### config.mk
export PLATFORM = sky130hd
export DESIGN_NAME = pipeline_hazard_ctrl
export DESIGN_NICKNAME = d
export VERILOG_FILES = /design/src/rtl/pipeline_hazard_ctrl.sv
export SDC_FILE = /design/constraint.sdc
export NUM_CORES = 1
export LEC_CHECK = 0
export ABC_CLOCK_PERIOD_IN_PS = 2400
export BUFFER_PORTS_ARGS = -buffer_cell sky130_fd_sc_hd__buf_4
export CAP_MARGIN = 20
export CORE_MARGIN = 5
export CORE_UTILIZATION = 35
export CTS_CLUSTER_DIAMETER = 60
export DETAILED_ROUTE_END_ITERATION = 12
export PLACE_DENSITY = 0.54
export SYNTH_ARGS = -nofsm -noshare
export SYNTH_HDL_FRONTEND = slang
export SYNTH_SLANG_ARGS = --single-unit
### constraint.sdc
create_clock -name clk -period 2.4 [get_ports clk]
set_input_delay 0.36 -clock clk [delete_from_list [all_inputs] [get_ports clk]]
set_output_delay 0.36 -clock clk [all_outputs]
set_load 0.03 [all_outputs]
### src/rtl/pipeline_hazard_ctrl.sv
// Hazard sequencer for the 16-bit 5-stage pipeline: resolves load-use, shared-RAM
// structural and taken-branch hazards, and keeps stall/flush performance counters.
module pipeline_hazard_ctrl #(
  parameter int unsigned MEM_CYCLES = 2,
  parameter logic [3:0]  REG_NONE   = 4'b1111
) (
  input  logic        clk,
  input  logic        rst,
  input  logic [3:0]  id_rx_index,
  input  logic [3:0]  id_ry_index,
  input  logic        id_rx_used,
  input  logic        id_ry_used,
  input  logic [3:0]  ex_wbreg,
  input  logic        ex_mem_read,
  input  logic        ex_branch_taken,
  input  logic        mem_ram_access,
  output logic        pc_stall,
  output logic        if_id_stall,
  output logic        if_id_flush,
  output logic        id_ex_bubble,
  output logic        freeze,
  output logic [15:0] stall_count,
  output logic [7:0]  flush_count
);

  typedef enum logic [1:0] {
    ST_RUN,
    ST_MEM_WAIT,
    ST_MEM_DONE
  } state_t;

  localparam bit          MULTI_CYCLE = (MEM_CYCLES > 1);
  localparam bit          HAS_WAIT    = (MEM_CYCLES > 2);
  localparam int unsigned WAIT_INIT_I = HAS_WAIT ? (MEM_CYCLES - 2) : 0;
  localparam logic [3:0]  WAIT_INIT   = 4'(WAIT_INIT_I);

  state_t      state_q, state_d;
  logic [3:0]  wait_q, wait_d;
  logic [15:0] stall_q, stall_d;
  logic [7:0]  flush_q, flush_d;

  logic load_use;
  logic pc_stall_c, if_id_stall_c, if_id_flush_c, id_ex_bubble_c, freeze_c;
  logic branch_flush_c;

  // A REG_NONE destination never matches, even against a source index of 15.
  always_comb begin
    load_use = ex_mem_read && (ex_wbreg != REG_NONE) &&
               ((id_rx_used && (id_rx_index == ex_wbreg)) ||
                (id_ry_used && (id_ry_index == ex_wbreg)));
  end

  always_comb begin
    state_d        = state_q;
    wait_d         = wait_q;
    pc_stall_c     = 1'b0;
    if_id_stall_c  = 1'b0;
    if_id_flush_c  = 1'b0;
    id_ex_bubble_c = 1'b0;
    freeze_c       = 1'b0;
    branch_flush_c = 1'b0;
    case (state_q)
      ST_RUN: begin
        if (mem_ram_access && MULTI_CYCLE) begin
          freeze_c = 1'b1;
          wait_d   = WAIT_INIT;
          state_d  = HAS_WAIT ? ST_MEM_WAIT : ST_MEM_DONE;
        end else if (ex_branch_taken) begin
          // PC takes the branch target; a same-cycle single-cycle RAM access is absorbed by the flush.
          if_id_flush_c  = 1'b1;
          id_ex_bubble_c = 1'b1;
          branch_flush_c = 1'b1;
        end else if (mem_ram_access) begin
          pc_stall_c    = 1'b1;
          if_id_flush_c = 1'b1;
        end else if (load_use) begin
          pc_stall_c     = 1'b1;
          if_id_stall_c  = 1'b1;
          id_ex_bubble_c = 1'b1;
        end
      end
      ST_MEM_WAIT: begin
        freeze_c = 1'b1;
        wait_d   = wait_q - 4'd1;
        if (wait_q <= 4'd1) begin
          state_d = ST_MEM_DONE;
        end
      end
      ST_MEM_DONE: begin
        // Load-use is not evaluated here; the held load re-checks next cycle in RUN.
        state_d = ST_RUN;
        if (ex_branch_taken) begin
          if_id_flush_c  = 1'b1;
          id_ex_bubble_c = 1'b1;
          branch_flush_c = 1'b1;
        end else begin
          pc_stall_c    = 1'b1;
          if_id_flush_c = 1'b1;
        end
      end
      default: begin
        state_d = ST_RUN;
        wait_d  = 4'd0;
      end
    endcase
  end

  always_comb begin
    stall_d = stall_q;
    flush_d = flush_q;
    if ((pc_stall_c || freeze_c) && (stall_q != 16'hFFFF)) begin
      stall_d = stall_q + 16'd1;
    end
    if (branch_flush_c) begin
      flush_d = flush_q + 8'd1;
    end
  end

  always_ff @(posedge clk or posedge rst) begin
    if (rst) begin
      state_q <= ST_RUN;
      wait_q  <= 4'd0;
      stall_q <= 16'd0;
      flush_q <= 8'd0;
    end else begin
      state_q <= state_d;
      wait_q  <= wait_d;
      stall_q <= stall_d;
      flush_q <= flush_d;
    end
  end

  assign pc_stall     = pc_stall_c     && !rst;
  assign if_id_stall  = if_id_stall_c  && !rst;
  assign if_id_flush  = if_id_flush_c  && !rst;
  assign id_ex_bubble = id_ex_bubble_c && !rst;
  assign freeze       = freeze_c       && !rst;
  assign stall_count  = stall_q;
  assign flush_count  = flush_q;

endmodule

**Yosys cells after proc, flatten, opt, wreduce, memory -nomap -nowiden**

Index checks and enable logic that the tools add are counted.

- Add/sub/neg operators: 3
- Mux-type cells: 20
- Reductions and logical operators: 16
- Magnitude comparators: 1
- Equal/unequal tests: 8
- Bitwise operators: 1

Operator list:

| kind | count |
|---|---|
| $add A16 B1 Y16 const B | 1 |
| $ne A16 B16 Y1 const B | 1 |
| $pmux W4 S3 | 1 |
| $logic_and A1 B1 Y1 | 10 |
| $mux W1 | 10 |
| $pmux W1 S2 | 5 |
| $add A8 B1 Y8 const B | 1 |
| $eq A4 B4 Y1 | 2 |
| $le A4 B1 Y1 const B | 1 |
| $mux W2 | 2 |
| $mux W4 | 1 |
| $ne A2 B2 Y1 const B | 2 |
| $ne A4 B4 Y1 const B | 1 |
| $pmux W2 S2 | 1 |
| $reduce_and A2 Y1 | 2 |
| $sub A4 B1 Y4 const B | 1 |
| $eq A2 B1 Y1 const B | 1 |
| $eq A2 B2 Y1 const B | 1 |
| $logic_not A2 Y1 | 1 |
| $logic_or A1 B1 Y1 | 2 |
| $logic_not A1 Y1 | 1 |
| $not A1 Y1 | 1 |

- Register bits: 30
- Bits of input ports: 19

**Depth between registers and ports, before layout**

- Depth after elaboration: 10
- Gate-level depth with buffers: 9
- Gate-level depth less buffers: 6

**Least setup slack after synthesis**

No wires, ideal clock.

- Path kind: flip-flop to flip-flop
- Start point: register stall_q[0] (netlist: stall_count[0])
- End point: register stall_q[10] (netlist: stall_count[10])
- Path slack: 0.375 ns
- Clock period less this slack: 2.025 ns
- Cell stages (with the launch flop): 9
- Data arrival time: 1.885 ns
- Path through: dfrtp_1 ha_1 and4_1 and4b_1 buf_6 nor2_8 buf_8 mux2i_1 o2111ai_1

- Word-level cells in the longest chain between the ends: 2
- Elaborated cells on any way between the ends: 3
- Those cells by class: 1 x add/sub; 1 x eq/ne; 1 x reduce/logical

Ends and longest elaborated chain:

| item | RTL line | RTL |
|---|---|---|
| start: declaration | 39 | `logic [15:0] stall_q, stall_d;` |
| start signal: assignment | 128 | `stall_q <= stall_d;` |
| branches (longest 2 deep; another with $add A16 B1 Y16) | - |  |

Parallel ways; which one is timed is not known.
A chain may end at the register's enable or synchronous reset.

**Final worst setup path**

- Start point: register stall_q[0] (netlist: stall_count[0])
- End point: register stall_q[7] (netlist: stall_count[7])

The elaborated chain is that of the path after synthesis.

==> qor.txt <==
status -> completed
critical path class -> reg2reg
FF-to-FF path depth -> 7
period utilization -> 85.8%
Synth Area in Simple Gates -> 30.4%
die height -> 84.2 µm
Setup crit start -> stall_count[0]
grt ovf -> 0
WHS -> 186 ps
xor/xnor share of the synthesized area -> 6.83%
Worst-Margin Slew -> 491 ps
postcts setup bufs -> 0
Worst EP arrival -> 2210 ps
core area -> 0.00544 mm²
number of synthesis warnings -> 0
Worst Setup EP -> stall_count[7]
Hold Violations, Final -> 0
Post-Layout Inst Area -> 0.00240 mm²
Place WS -> 355 ps
RSZ-0062 raised after global routing -> false
via-per-instance ratio -> 5.46
CTS max path bufs -> 2
initial DRC count -> 90
initial antenna violation count -> 0
RR Endpoint -> stall_count[7]
PD cells -> 1170 mW/mm²
area grow syn2layout -> 24.8%
Fmax achieved -> 486 MHz
Layout Nets -> 289
GP Congestion -> 0.824
Worst Slack Setup Final -> 342 ps
WL final -> 5150 µm
Clock Latency Late Sink -> 270 ps
Leak -> 1.08 nW
Reg2Reg Launch Point -> stall_count[0]
Mapped Area -> 0.00192 mm²
CP Max Fanout -> 9
slew margin rel. -> 67.3%
first-pass GRT wire length -> 8710 µm
main combinational cell family by area after synthesis -> simple AND/OR/NAND/NOR gates
most frequent cells in the layout -> buf_4 (57), dfrtp_1 (25), nand4_1 (23)
I/O pins -> 48
Max Cap Viol -> 0
Post-Syn Nets -> 244
CTS resizes -> 0
post-synthesis adder-cell area fraction -> 1.30%
post-detail-place hpwl -> 3670 µm
post-synthesis mux area share -> 8.91%
min cycle time layout -> 2060 ps
sequential cell area fraction in the yosys report -> 32.5%
Required @ worst endpoint -> 2550 ps
die area -> 0.00708 mm²
clk sinks -> 25
via count -> 1852
CTS tree -> built
Critical Path Start Type -> flip-flop
PortBufs -> 47
Antenna diodes -> 0
maximum vdd ir drop -> 586 µV
register bit total from synthesis -> 25
complex-gate fraction of the synthesized area -> 12.8%
drt first pass iters -> 4
Hold-fix buffers, CTS -> 0
Mean Syn Cell Area -> 8.63 µm²
root buf cell -> clkbuf_8
CTS clock-pin slew for the worst setup and hold paths -> 90 ps
Clock Skew -> 2.62 ps
ratio of cells with drive above 1 in the final layout -> 24.7%
Num CTS Buffers -> 3
number of routed nets with antenna violations -> 0
die width -> 84.2 µm
synth unique cells -> 34
DRC Markers -> 0
DP Cell Count -> 335
GRT Overall Usage -> 14.7%
leading cell type in the layout, fill and taps excluded -> buf_4
number of global-route vias before repair -> 1774
non-filler cells, final -> 339
Gate Count Post-Synth -> 223
largest net degree at the start of global routing -> 26
HP Class -> in2async
flop2flop setup slack -> 340 ps
H-tree lvl count -> 1
placed inst area -> 0.00236 mm²
Finish-stage setup viols -> 0
Filler cells -> 574
Cell Rows -> 27
CP Capture Type -> flip-flop
Slew Viols, Final -> 0
Starting Density -> 35.4%
wire per inst -> 15.2 µm
final setup TNS -> 0 ps
## cells in the mapped netlist
cell type	n	share of area [%]
xnor2_1	6	2.7
and3_1	4	1.3
buf_6	2	1.2
buf_4	2	0.78
o211a_1	2	1.0
ha_1	2	1.3
nor3b_1	1	0.39
buf_8	1	0.78
nor2_1	8	1.6
nor2b_1	1	0.33
dfrtp_1	25	33
o21a_1	6	2.3
or2_2	1	0.33
buf_2	6	1.6
nor4_1	15	4.9
mux2_2	1	0.59
nor2_8	1	1.0
nand3_1	16	4.2
a21oi_1	3	0.78
clkbuf_1	7	1.4
and2_1	2	0.65
and4_1	4	1.8
nand2_1	13	2.5
o211ai_1	2	0.78
o2111ai_1	5	2.3
mux2i_1	16	8.3
xor2_1	9	4.1
inv_1	8	1.6
nand4_1	23	7.5
a41oi_1	6	2.7
o21ai_0	11	2.9
nor3_1	12	3.1
nand2b_1	1	0.33
and4b_1	1	0.52
## cell families (layout without fill, tap and decap cells)
group,Yosys count,in the layout
flops,25,25
xor+xnor,15,15
simple gates,103,103
buf+inv,26,70
mux,17,17
fa+ha+maj,2,2
compound gates,35,35
## power breakdown
part           internal, mW  switching (mW)  leakage (nW)
clock                 0.116           0.143        0.0255
sequential            0.580           0.265         0.268
combinational         0.726           0.991         0.791
total                  1.42            1.40          1.08
## routing by layer
metal,routed length [µm],GRT usage [%],share of wire [%],vias up
li1,-,-,-,943
met1,2500,20.7,49,862
met2,2380,22.8,46,41
met3,171,2.85,3.3,6
met4,92,4.09,1.8,0
met5,0,0,0,-
## state kept, by name (all words and copies together), names as in the netlist
signal and flops:
flush_count 8, state_q 1, stall_count 16
## final cells by class
class                   instances  area [µm²]  area share, %
multi-input cells             172        1160           48.4
well taps                      72        90.1           3.75
flip-flops and latches         25         626           26.0
repair buffers                 58         448           18.6
clock buffers                   3        41.3           1.72
clock inverters                 1        5.00          0.208
inverters                       8        30.0           1.25
## critical path, stage by stage, from the launching register on
cell and delay [ps]:
dfrtp_1 460, ha_1 280, and4_1 210, and4b_1 350, nor2_8 160, buf_4 190
mux2i_1 190, nand4_1 100
## worst min-delay path by stage
stage	startpoint	to	slack (ps)	cells past startpoint
floorplan	rst	flush_count[0]	400	1
global placement	flush_count[7]	flush_count[7]	460	1
detailed placement	rst	state_q[1]	500	3
CTS	rst	state_q[1]	200	3
global route	rst	flush_count[1]	210	3
finish	rst	flush_count[1]	190	3
## metrics by stage
step / util [%] / power (mW)
after floorplan: - / 2.07
after global placement: 43.3 / 2.56
after detailed placement: 43.3 / 2.58
after CTS: 44.2 / 2.85
after global routing: 44.2 / 3.06
final: 44.2 / 2.82
Power figures use the tool's default switching activity.
